--- config.mk ---
export PLATFORM = sky130hd
export DESIGN_NAME = hazard_scoreboard_ctrl
export DESIGN_NICKNAME = d
export VERILOG_FILES = /design/src/rtl/hazard_scoreboard_ctrl.sv
export SDC_FILE = /design/constraint.sdc
export NUM_CORES = 1
export LEC_CHECK = 0
export ABC_AREA = 1
export CAP_MARGIN = 20
export CORE_MARGIN = 10
export CORE_UTILIZATION = 49
export DETAILED_ROUTE_END_ITERATION = 16
export DONT_BUFFER_PORTS = 1
export GPL_ROUTABILITY_DRIVEN = 0
export PLACE_DENSITY = 0.73
export SETUP_SLACK_MARGIN = 0.1
export SLEW_MARGIN = 5
export SYNTH_ARGS = -nofsm -noshare
export SYNTH_HDL_FRONTEND = slang
export SYNTH_SLANG_ARGS = --single-unit
--- constraint.sdc ---
create_clock -name clk -period 2.01 [get_ports clk]
set_clock_uncertainty 0.05 [all_clocks]
set_input_delay 0.3015 -clock clk [delete_from_list [all_inputs] [get_ports clk]]
set_output_delay 0.3015 -clock clk [all_outputs]
set_load 0.01 [all_outputs]
--- src/rtl/hazard_scoreboard_ctrl.sv ---
// rtl/hazard_scoreboard_ctrl.sv - decode hazard unit with per-register pending-load countdowns.
// Optional HDU_PERF_EN adds a saturating stall-cycle counter on stall_cycles.
module hazard_scoreboard_ctrl #(
  parameter  int RA_W      = 3,
  parameter  int LOAD_LAT  = 1,
  parameter  int JMP_EXTRA = 1,
  localparam int NREG      = 2 ** RA_W,
  localparam int CNT_W     = $clog2(LOAD_LAT + JMP_EXTRA + 1)
) (
  input  logic            clk,
  input  logic            rst,
  input  logic            id_valid,
  input  logic [RA_W-1:0] id_rs,
  input  logic [RA_W-1:0] id_rd,
  input  logic            id_rs_used,
  input  logic            id_rd_used,
  input  logic            id_jmp,
  input  logic            id_mem_read,
  input  logic [RA_W-1:0] id_wr_dst,
  input  logic            flush,
  output logic            stall,
  output logic            bubble,
  output logic [NREG-1:0] pending,
  output logic [15:0]     stall_cycles
);

  localparam logic [CNT_W-1:0] ARM_VAL = CNT_W'(LOAD_LAT + JMP_EXTRA);
  localparam logic [CNT_W-1:0] ALU_THR = CNT_W'(JMP_EXTRA);

  logic [CNT_W-1:0] cnt [NREG];
  logic             rs_haz;
  logic             rd_haz;
  logic             jmp_haz;
  logic             issue;

  // ALU-class operands are ready once only the jump-specific extra slots remain.
  always_comb begin
    rs_haz  = id_rs_used & (cnt[id_rs] > ALU_THR);
    rd_haz  = id_rd_used & (cnt[id_rd] > ALU_THR);
    jmp_haz = id_jmp & id_rd_used & (cnt[id_rd] != '0);
    stall   = id_valid & ~flush & (rs_haz | rd_haz | jmp_haz);
    bubble  = stall;
    issue   = id_valid & ~flush & ~stall & id_mem_read;
  end

  always_comb begin
    pending = '0;
    for (int r = 0; r < NREG; r++) begin
      pending[r] = (cnt[r] != '0);
    end
  end

  // Re-arm beats decrement, so a load to a still-pending register restarts its countdown.
  always_ff @(posedge clk or posedge rst) begin
    if (rst) begin
      for (int r = 0; r < NREG; r++) begin
        cnt[r] <= '0;
      end
    end else begin
      for (int r = 0; r < NREG; r++) begin
        if (issue && (id_wr_dst == RA_W'(r))) begin
          cnt[r] <= ARM_VAL;
        end else if (cnt[r] != '0) begin
          cnt[r] <= cnt[r] - 1'b1;
        end
      end
    end
  end

`ifdef HDU_PERF_EN
  logic [15:0] stall_cnt;

  always_ff @(posedge clk or posedge rst) begin
    if (rst) begin
      stall_cnt <= '0;
    end else if (stall && (stall_cnt != 16'hFFFF)) begin
      stall_cnt <= stall_cnt + 16'd1;
    end
  end

  assign stall_cycles = stall_cnt;
`else
  assign stall_cycles = 16'h0000;
`endif

endmodule
==> Implementation_results.wiki <==
{| class="wikitable"
! Metric !! Value
|-
| Maximum achievable frequency || 0.563 GHz
|-
| Clk pin slew, worst setup/hold paths || 100 ps
|-
| Top routing layer in use || met4
|-
| Max FFs per register || 16
|-
| Crit path required time || 1660 ps
|-
| Clock tree from TritonCTS || built
|-
| Total congestion overflow || 0
|-
| Fraction of layout cells with a size suffix above 1 || 7.96%
|-
| Final routed DRC violation total || 0
|-
| Worst endpoint data arrival time || 1430 ps
|-
| Critical path launch point type || flip-flop
|-
| Die H || 72.7 um
|-
| Source-to-sink clock delay at the later pin of the worst-skew pair || 300 ps
|-
| Post-route antenna net violation count || 0
|-
| Largest area contributor in the synthesized netlist || dfrtp_1
|-
| Layout Area Growth over Synthesis || 2.11%
|-
| Clock tree root driver cell || clkbuf_4
|-
| Registers with the highest flip-flop counts || cnt x16
|-
| Maxcap violations || 0
|-
| Cell area after placement || 1320 sq um
|-
| DPL Wire Length || 2380 um
|-
| Antenna violations before repair || 0
|-
| Pin slew with the least headroom to its limit || 637 ps
|-
| Critical path class || flip-flop to primary output
|-
| Via count of the first global-routing pass || 1059
|-
| Total iterations of the first detailed-routing run || 4
|-
| Path class of the lowest-slack min-delay path || primary input to flip-flop
|-
| Yosys cell types || 20
|-
| Nets || 227
|-
| Peak supply drop || 0.756 mV
|-
| Proportion of synthesized chip area in sequential cells || 29.4%
|-
| IO buf count || 0
|-
| Pleak || 0.803 nW
|-
| Synthesized cell area || 1360 sq um
|-
| Top fanout value on the critical path || 9
|-
| Effective utilization at floorplan || 50.3%
|-
| Syn Inst Count || 199
|-
| Wire length of the first global-routing pass || 4920 um
|-
| #FFs+latches synth || 16
|-
| Final period demand of the worst path || 1780 ps
|-
| Number of primary I/O pins || 43
|-
| Final-report setup violation count || 0
|-
| Number of slew-limit violations in the final report || 0
|-
| Antenna diode count || 0
|-
| Post-Layout Inst Area || 1390 sq um
|-
| Largest net degree at the start of global routing || 17
|-
| Setup repair after global routing missed its margin || no
|-
| Met1 routed wirelength after detailed routing || 1270 um
|-
| Top register by number of flip-flops || cnt
|-
| Fill count || 279
|-
| Met3 routed wirelength || 399 um
|-
| Post-synth top area share || 29.4%
|-
| Via count of the routed design || 1141
|-
| DR WL/cell || 12.6 um
|-
| H-tree levels || 1
|-
| DRT iter0 DRCs || 40
|-
| Clock sink total || 16
|-
| Routed length on met2 || 1200 um
|-
| Average size of a mapped cell || 6.85 sq um
|-
| Global-route usage over all layers || 11.6%
|-
| Endpoint type of the worst setup path || primary output
|-
| Standard-cell rows || 19
|-
| CORE AREA || 2710 sq um
|-
| Synthesis Warnings || 0
|-
| Setup Buffers After CTS || 0
|-
| Result of the run || complete, no violations
|-
| Remaining max-slew budget at the tightest pin || 57.5%
|-
| Number of buffers between clock root and the deepest sink || 2
|-
| Drt via density || 4.92
|-
| Ratio of total power to cell area || 1410 nW/um^2
|-
| Top cells by area in the synthesized netlist || dfrtp_1 29%, nand2_1 15%, inv_1 12%, buf_4 9.4%, ha_1 7.3%
|-
| Period Utilization, post-route || 88.4%
|-
| Cts bufs inserted || 3
|-
| Die ar. || 5290 sq um
|-
| Final core utilization || 51.3%
|-
| Setup TNS || 0 ps
|-
| DIE WIDTH || 72.7 um
|-
| Detailed Route WL || 2920 um
|-
| Number of failing hold endpoints at the final stage || 0
|}
-- cells in the final DEF (no fill, tap or decap), types with 3 or more instances in the layout --
cell      count
nand4_1       8
nand3_2       3
clkbuf_4      3
nor3_1        8
nand3_1      14
conb_1       16
inv_1        42
o21ai_0       8
nand2_1      54
dfrtp_1      16
nand2_2       4
xnor2_1       8
ha_1          8
-- path summary, 6_finish.rpt --
| check | start | to | slack, ps | depth (start not counted) |
|---|---|---|---|---|
| max | cnt[5] | bubble | 230 | 8 |
| min reg2reg | cnt[5] | cnt[5] | 470 | 2 |
| min | id_wr_dst[0] | cnt[7] | 170 | 3 |
| max in group asynchronous | rst | cnt[10] | 1030 | 2 |
| max reg2reg | cnt[5] | cnt[0] | 540 | 10 |
| min in group asynchronous | rst | cnt[11] | 470 | 2 |
-- where the power goes --
group / internal [mW] / switching (mW) / total, mW
clock network: 0.111 / 0.110 / 0.220
registers: 0.506 / 0.113 / 0.619
logic: 0.452 / 0.674 / 1.13
-- per-stage QoR --
step / setup slack [ps] / hold WS, ps / std cells / total power [mW]
floorplan: 336 / 165 / 214 / 1.57
global placement: 362 / 261 / 227 / 1.71
detailed placement: 359 / 269 / 227 / 1.74
CTS: 141 / 157 / 232 / 1.98
global route: 101 / 160 / 232 / 2.23
finish: 233 / 173 / 232 / 1.97
-- critical path: stages (launching register included) --
cell and delay (ps):
dfrtp_1 350, inv_1 80, nand2_1 60, nand3_1 70, nand3_1 110, nand3_2 80, nand2_2 90, inv_4 60
a21oi_4 220
-- logic make-up (layout without fill, tap and decap cells) --
kind of cell / after synthesis / in the layout / share of synthesized area [%]
buf+inv: 63 / 50 / 23.3
simple gates: 94 / 94 / 31.2
xor+xnor: 8 / 8 / 5.14
flops: 16 / 16 / 29.4
compound gates: 9 / 9 / 3.31
other cells: 1 / 16 / 0.275
fa+ha+maj: 8 / 8 / 7.35
-- cell usage after synthesis --
cell	number
inv_8	1
nor2_1	1
a21oi_1	1
buf_4	17
ha_1	8
nor3_1	8
inv_2	1
dfrtp_1	16
inv_4	1
nand2_4	1
nand4_1	8
inv_1	42
nand2_1	54
nand3b_1	1
buf_6	1
nand3_1	17
o21ai_0	8
xnor2_1	8
conb_1	1
nand2_2	4
-- timing repair --
action / 4_1_cts / 5_1_grt
endpoints found under the setup margin: 2 / 2
pin swaps: 0 / 3
hold buffers: 1 / 0
endpoints found under the hold margin: 16 / 0
resized for setup: 1 / 4
-- layer usage --
| layer | vias to the layer above | GRT usage [%] |
|---|---|---|
| met5 | - | 0 |
| met4 | 0 | 4.43 |
| met3 | 5 | 5.44 |
| met2 | 43 | 16.8 |
| met1 | 511 | 14.4 |
| li1 | 582 | - |
-- area by class of cell --
class	count	area (sq um)	area share (%)
multi-input combinational	135	727	52.2
sequential	16	400	28.8
inverter	45	179	12.9
tap	31	38.8	2.79
clock buffer	4	36.3	2.61
timing repair buffer	1	10.0	0.719
(Power assumes the default switching activity.)
